--- src/rtl/fetch_pkg.sv ---
// Shared constants and types for the instruction fetch sequencer.
package fetch_pkg;

  localparam int unsigned PC_W         = 32;
  localparam int unsigned INSTR_W      = 32;
  localparam int unsigned DEF_ADDR_W   = 9;
  localparam logic [PC_W-1:0] DEF_RESET_PC = 32'h0000_0000;
  localparam int unsigned PC_STEP      = 4;

  typedef enum logic [0:0] {
    ST_IDLE = 1'b0,
    ST_RUN  = 1'b1
  } fetch_state_e;

  // Instructions are word aligned; the low two byte-address bits are dropped.
  function automatic logic [PC_W-1:0] word_align(input logic [PC_W-1:0] pc);
    return pc & ~PC_W'(3);
  endfunction

endpackage

--- src/rtl/instr_fetch_ctrl_if.sv ---
// Fetch bus: instr_mem read port plus the valid/ready channel into decode.
interface instr_fetch_ctrl_if
  import fetch_pkg::*;
#(
  parameter int unsigned ADDR_W = DEF_ADDR_W,
  parameter int unsigned DATA_W = INSTR_W
) ();

  logic              imem_en;
  logic [ADDR_W-1:0] imem_addr;
  logic [DATA_W-1:0] imem_data;
  logic              if_valid;
  logic              if_ready;
  logic [DATA_W-1:0] if_instr;
  logic [PC_W-1:0]   if_pc;

  modport master (
    output imem_en, imem_addr, if_valid, if_instr, if_pc,
    input  imem_data, if_ready
  );

  modport slave (
    input  imem_en, imem_addr, if_valid, if_instr, if_pc,
    output imem_data, if_ready
  );

endinterface

--- src/rtl/fetch_skid_buf.sv ---
// One-entry holding register for a fetched {instr, pc} pair.
module fetch_skid_buf
  import fetch_pkg::*;
#(
  parameter int unsigned DATA_W = INSTR_W
) (
  input  logic              clk,
  input  logic              rst,
  input  logic              load,
  input  logic              flush,
  input  logic              drain,
  input  logic [DATA_W-1:0] load_instr,
  input  logic [PC_W-1:0]   load_pc,
  output logic              valid,
  output logic [DATA_W-1:0] instr,
  output logic [PC_W-1:0]   pc
);

  // Flush wins over load so a redirect never leaves a wrong-path word behind.
  always_ff @(posedge clk or posedge rst) begin
    if (rst) begin
      valid <= 1'b0;
      instr <= '0;
      pc    <= '0;
    end else if (flush) begin
      valid <= 1'b0;
    end else if (load) begin
      valid <= 1'b1;
      instr <= load_instr;
      pc    <= load_pc;
    end else if (drain) begin
      valid <= 1'b0;
    end
  end

endmodule

--- src/rtl/instr_fetch_ctrl.sv ---
// Fetch sequencer: owns the PC, issues instr_mem reads, absorbs read latency
// and decode backpressure with a skid entry, and applies redirects.
module instr_fetch_ctrl
  import fetch_pkg::*;
#(
  parameter int unsigned     ADDR_W   = DEF_ADDR_W,
  parameter logic [PC_W-1:0] RESET_PC = DEF_RESET_PC,
  parameter int unsigned     DATA_W   = INSTR_W
) (
  input  logic            clk,
  input  logic            rst,
  input  logic            start,
  input  logic            halt,
  input  logic            redirect_valid,
  input  logic [PC_W-1:0] redirect_pc,
  output logic            busy,
  instr_fetch_ctrl_if.master bus
);

  localparam logic [0:0] IDLE = ST_IDLE;
  localparam logic [0:0] RUN  = ST_RUN;

  logic [0:0]        state, state_nxt;
  logic [PC_W-1:0]   fetch_pc, fetch_pc_nxt;
  logic [PC_W-1:0]   pend_pc, pend_pc_nxt;
  logic              pend, pend_nxt;
  logic [PC_W-1:0]   target;
  logic              run, redir, pend_show, issue;
  logic              imem_en_c;
  logic [ADDR_W-1:0] imem_addr_c;
  logic              skid_valid;
  logic [DATA_W-1:0] skid_instr;
  logic [PC_W-1:0]   skid_pc;

  assign run       = (state == RUN);
  assign redir     = run & redirect_valid;
  assign target    = word_align(redirect_pc);
  assign pend_show = pend & ~redir;
  assign issue     = run & ~halt & ~skid_valid & (~pend | bus.if_ready);

  // Next state, PC sequencing and memory request.
  always_comb begin
    state_nxt    = state;
    fetch_pc_nxt = fetch_pc;
    pend_nxt     = 1'b0;
    pend_pc_nxt  = pend_pc;
    imem_en_c    = 1'b0;
    imem_addr_c  = fetch_pc[ADDR_W+1:2];

    case (state)
      IDLE:    if (start && !halt) state_nxt = RUN;
      RUN:     if (halt)           state_nxt = IDLE;
      default:                     state_nxt = IDLE;
    endcase

    if (redir) begin
      if (halt) begin
        fetch_pc_nxt = target;
      end else begin
        imem_en_c    = 1'b1;
        imem_addr_c  = target[ADDR_W+1:2];
        pend_nxt     = 1'b1;
        pend_pc_nxt  = target;
        fetch_pc_nxt = target + PC_W'(PC_STEP);
      end
    end else if (issue) begin
      imem_en_c    = 1'b1;
      pend_nxt     = 1'b1;
      pend_pc_nxt  = fetch_pc;
      fetch_pc_nxt = fetch_pc + PC_W'(PC_STEP);
    end
  end

  always_ff @(posedge clk or posedge rst) begin
    if (rst) state <= IDLE;
    else     state <= state_nxt;
  end

  always_ff @(posedge clk or posedge rst) begin
    if (rst) begin
      fetch_pc <= RESET_PC;
      pend     <= 1'b0;
      pend_pc  <= '0;
    end else begin
      fetch_pc <= fetch_pc_nxt;
      pend     <= pend_nxt;
      pend_pc  <= pend_pc_nxt;
    end
  end

  // A returning word that decode cannot take is parked until it can.
  fetch_skid_buf #(.DATA_W(DATA_W)) u_skid (
    .clk        (clk),
    .rst        (rst),
    .load       (pend & ~bus.if_ready & ~redir),
    .flush      (redir),
    .drain      (skid_valid & bus.if_ready),
    .load_instr (bus.imem_data),
    .load_pc    (pend_pc),
    .valid      (skid_valid),
    .instr      (skid_instr),
    .pc         (skid_pc)
  );

  assign bus.imem_en   = imem_en_c;
  assign bus.imem_addr = imem_addr_c;
  assign bus.if_valid  = skid_valid | pend_show;
  assign bus.if_instr  = skid_valid ? skid_instr : (pend_show ? bus.imem_data : '0);
  assign bus.if_pc     = skid_valid ? skid_pc    : (pend_show ? pend_pc       : '0);
  assign busy          = run | pend | skid_valid;

endmodule

--- src/flat_wrapper.sv ---
// flat-port wrapper written by rule: the top's interface ports become plain ports
module instr_fetch_ctrl_flat import fetch_pkg::*;
#(
  parameter int unsigned     ADDR_W   = DEF_ADDR_W,
  parameter logic [PC_W-1:0] RESET_PC = DEF_RESET_PC,
  parameter int unsigned     DATA_W   = INSTR_W
)
  (clk, rst, start, halt, redirect_valid, redirect_pc, busy, bus_imem_en, bus_imem_addr, bus_if_valid, bus_if_instr, bus_if_pc, bus_imem_data, bus_if_ready);
  instr_fetch_ctrl_if #(.ADDR_W(ADDR_W), .DATA_W(DATA_W)) bus_i ();
  input  logic clk;
  input  logic rst;
  input  logic start;
  input  logic halt;
  input  logic redirect_valid;
  input  logic [PC_W-1:0] redirect_pc;
  output logic busy;
  output wire logic [$bits(bus_i.imem_en)-1:0] bus_imem_en;
  output wire logic [$bits(bus_i.imem_addr)-1:0] bus_imem_addr;
  output wire logic [$bits(bus_i.if_valid)-1:0] bus_if_valid;
  output wire logic [$bits(bus_i.if_instr)-1:0] bus_if_instr;
  output wire logic [$bits(bus_i.if_pc)-1:0] bus_if_pc;
  input wire logic [$bits(bus_i.imem_data)-1:0] bus_imem_data;
  input wire logic [$bits(bus_i.if_ready)-1:0] bus_if_ready;
  assign bus_imem_en = bus_i.imem_en;
  assign bus_imem_addr = bus_i.imem_addr;
  assign bus_if_valid = bus_i.if_valid;
  assign bus_if_instr = bus_i.if_instr;
  assign bus_if_pc = bus_i.if_pc;
  assign bus_i.imem_data = bus_imem_data;
  assign bus_i.if_ready = bus_if_ready;
  instr_fetch_ctrl #(.ADDR_W(ADDR_W), .RESET_PC(RESET_PC), .DATA_W(DATA_W)) u_core (.clk(clk), .rst(rst), .start(start), .halt(halt), .redirect_valid(redirect_valid), .redirect_pc(redirect_pc), .busy(busy), .bus(bus_i));
endmodule
--- config.mk ---
export PLATFORM = sky130hd
export DESIGN_NAME = instr_fetch_ctrl_flat
export DESIGN_NICKNAME = d
export VERILOG_FILES = /design/src/rtl/fetch_pkg.sv /design/src/rtl/instr_fetch_ctrl_if.sv /design/src/rtl/fetch_skid_buf.sv /design/src/rtl/instr_fetch_ctrl.sv /design/src/flat_wrapper.sv
export SDC_FILE = /design/constraint.sdc
export NUM_CORES = 1
export LEC_CHECK = 0
export CAP_MARGIN = 40
export CORE_UTILIZATION = 62
export CTS_CLUSTER_DIAMETER = 100
export CTS_CLUSTER_SIZE = 10
export DETAILED_ROUTE_END_ITERATION = 12
export DONT_BUFFER_PORTS = 1
export PLACE_DENSITY = 0.8
export SETUP_SLACK_MARGIN = 0.15
export SYNTH_ARGS = -nofsm -noshare
export SYNTH_HDL_FRONTEND = slang
export SYNTH_SLANG_ARGS = --single-unit
--- constraint.sdc ---
create_clock -name clk -period 6.62 [get_ports clk]
set_input_delay 0.993 -clock clk [delete_from_list [all_inputs] [get_ports clk]]
set_output_delay 0.993 -clock clk [all_outputs]
set_load 0.01 [all_outputs]
==> flow_metrics.tcl <==
set metrics [dict create \
    cts_tree "yes" \
    wl_mm 17.17 \
    design.core.area_mm2 0.01094 \
    leakagePower_nw 3.088 \
    holdPathEnd "u_core.u_skid.instr[15]" \
    synth_edf_count 0 \
    synth_area_leaders "dfrtp_1 45%, mux2_2 12%, a22o_1 7.8%" \
    synthXorXnorAreaFrac_pct 2.616 \
    post-synth-top-count-cell "dfrtp_1" \
    placed_cells 805 \
    syn_nets 785 \
    utilization_pct 70.54 \
    synth_fa_ha_area_share_pct 0.3559 \
    dr.pass1.iters 7 \
    antenna_found_initial 0 \
    final_cells 836 \
    synthMuxAreaShare_pct 11.81 \
    netlist_top_cells_count "127 x dfrtp_1, 82 x nand2_1, 72 x mux2_2, 63 x a22o_1, 59 x nor2_1" \
    r2r_slack_ps 4010 \
    ys_warn_count 0 \
    ir_drop_mv 0.2129 \
    final-hold-violation-count 0 \
    place_ws_ps 2762 \
    fin_setup_tns_ps 0 \
    yosysUniqueCellTypes 59 \
    worst_setup_path_start_kind "primary input" \
    cts_buffer_depth 2 \
    rows 38 \
    clkLatencyLatePin_ps 410 \
    ios 146 \
    syn_inst 713 \
    dp_hpwl_mm 11.55 \
    report.final.slew_viol_count 0 \
    htree_levels 4 \
    cpPeakStageDelay_ps 530 \
    grt-ovfl-total 0 \
    fillers 781 \
    power_density_mw_per_mm2 353.7 \
    synth_top_area_share_pct 45.20 \
    setup_violations 0 \
    vias 5674 \
    path_cells "nand2_2 > buf_4 > nand2_1 > nor2_4 > buf_16 > buf_4 > a22o_1" \
    grt_use_total_pct 29.49 \
    avgViaCountPerCell 6.787 \
    timing.hold.ws_ps 507.5 \
    critPathKind "in2out" \
    crit_family "buffers and inverters" \
    ys_ff_latch 127 \
    synth_compound_area_share_pct 19.22 \
    drive_above_1_share_pct 17.53 \
    gp_congestion 0.9054 \
    async_reset_ff_share_pct 100.0 \
    port_buffers 0 \
    cts_root_buffer "clkbuf_16" \
    cts-buffers-inserted 17 \
    rsz0062_at_grt "false" \
    min_path_type "reg2reg" \
    final_area_mm2 0.007714 \
    max_freq_ghz 0.2582 \
    yosysSeqAreaShare_pct 45.20 \
    num_antenna_cells 0 \
    required_ps 5630 \
    multi_input_area_mm2 0.003607 \
    dieHeight_um 108.5 \
    drtAntennaViolNets 0 \
    synth-simple-area-share_pct 16.92 \
    grt_max_degree 67 \
    fin_crit_ps 3872 \
    worst_clock_skew_ps 7.659 \
    hold_depth 1 \
    power_mw 2.728 \
    place_area_mm2 0.007098 \
    crit_arrival_ps 2880 \
    syn-cell-area_mm2 0.007032 \
    crit_path_frequent_cell "buf_4" \
    cts_sinks 127 \
    path_max_fanout 65 \
    start_util_pct 64.30 \
    slew_headroom_pct 41.76 \
    die-area_mm2 0.01177 \
    num-nets-final 756 \
    register_area_mm2 0.003179 \
    crit_buf_inv 3 \
    outcome "finished, final reports clean" \
    tightest_slew_ps 870.4 \
    period_share_pct 58.50 \
    syn_avg_cell_area_um2 9.862 \
    synth_top_family_by_area "compound AO/OA/AOI/OAI gates" \
    crit_slowest_cell "buf_4" \
    drv_cap 0 \
    rr_worst_depth 5 \
    die_x_um 108.5 \
    grt_pass1_vias 5173 \
    cts_resized 0 \
    critPathCaptureType "output pin" \
    cts_setup_buffers 0 \
    min_from "u_core.u_skid.instr[15]" \
    cts_hold_buffers 0 \
    synth_area_leader_cell "dfrtp_1" \
    wl_per_cell_um 20.54 \
    r2r-start "u_core.u_skid.valid" \
    drtIter0Drc 673 \
    clk_pin_slew_ps 50 \
    ys.flop_type "dfrtp_1" \
    r2r_end "u_core.fetch_pc[26]" \
    synthToLayoutAreaGrowth_pct 9.698 \
    drc_errors 0 \
    setup_ws_ps 2748 \
    grt_pass1_wl_mm 26.37 \
]
==> worst register-to-register path, cell delays in order (launching register included) <==
cell and delay, ps:
dfrtp_2 570, nor2_1 230, nand4b_1 470, nor4_1 900, nand4_1 170, o221ai_1 190
==> kinds of logic (layout without fill, tap and decap cells) <==
| logic type | after synthesis | in the layout |
|---|---|---|
| muxes | 74 | 74 |
| buffers and inverters | 66 | 49 |
| xor gates and xnor gates | 21 | 21 |
| AOI/OAI and AO/OA | 181 | 181 |
| and+or+nand+nor | 242 | 242 |
| adders and majority gates | 2 | 2 |
| DFF | 127 | 127 |
==> cell usage in the layout (no fill, tap or decap), types with 3 or more instances in the layout <==
cell type	n
and4_1	10
o22ai_1	3
or3_1	4
nor3_1	12
a31oi_1	35
nand2b_1	4
nor2_1	58
buf_4	7
a21oi_1	15
and2_1	4
nand2_1	80
inv_1	8
o31ai_1	4
clkbuf_16	17
nand4_1	15
xor2_1	7
clkinv_2	3
nor4_1	6
nand3_1	21
bufinv_16	3
clkbuf_8	4
a2bb2oi_1	6
or4_1	3
o21ai_0	18
mux2_2	72
o211a_1	4
clkinvlp_4	4
o221ai_1	5
xnor2_1	14
o211ai_1	5
a22o_1	63
dfrtp_1	126
a41oi_1	3
and3_1	8
==> cell type report <==
class                           instances  area share, %
Inverter                                9         0.4704
Multi-Input combinational cell        520          46.76
Tap cell                              140          2.271
Timing Repair Buffer                    9          1.298
Clock buffer                           21          6.229
Clock inverter                         10          1.752
Sequential cell                       127          41.22
==> sequential cells by signal (all words and copies together), names as in the netlist <==
name / count
u_core.run: 1
u_core.u_skid.valid: 1
u_core.fetch_pc: 30
u_core.u_skid.instr: 32
u_core.pend_pc: 31
u_core.pend: 1
u_core.u_skid.pc: 31
==> how the worst max path moves through the flow <==
stage              startpoint             endpoint  slack, ps  cells past startpoint
2_1_floorplan             rst  u_core.fetch_pc[10]       2240                      1
3_3_place_gp   redirect_valid     bus_if_instr[10]       2520                      6
3_5_place_dp   redirect_valid        bus_if_pc[19]       2760                      7
4_1_cts        redirect_valid        bus_if_pc[19]       2760                      7
5_1_grt        redirect_valid      bus_if_instr[5]       2560                      7
6_report       redirect_valid        bus_if_pc[19]       2750                      7
==> power by group <==
part           total (mW)  switching [mW]  internal (mW)  leakage [nW]
Clock               0.959           0.332          0.627         0.293
Sequential           1.24           0.215           1.02          1.46
Combinational       0.533           0.264          0.269          1.34
==> metal layers <==
metal | vias up | GRT usage [%] | wire (um)
met2 | 270 | 46.43 | 8079
met5 | - | 0 | 0
met4 | 0 | 12.45 | 431
li1 | 2598 | - | -
met3 | 40 | 8.017 | 1457
met1 | 2766 | 38.38 | 7200
Power figures use the tool's default switching activity.
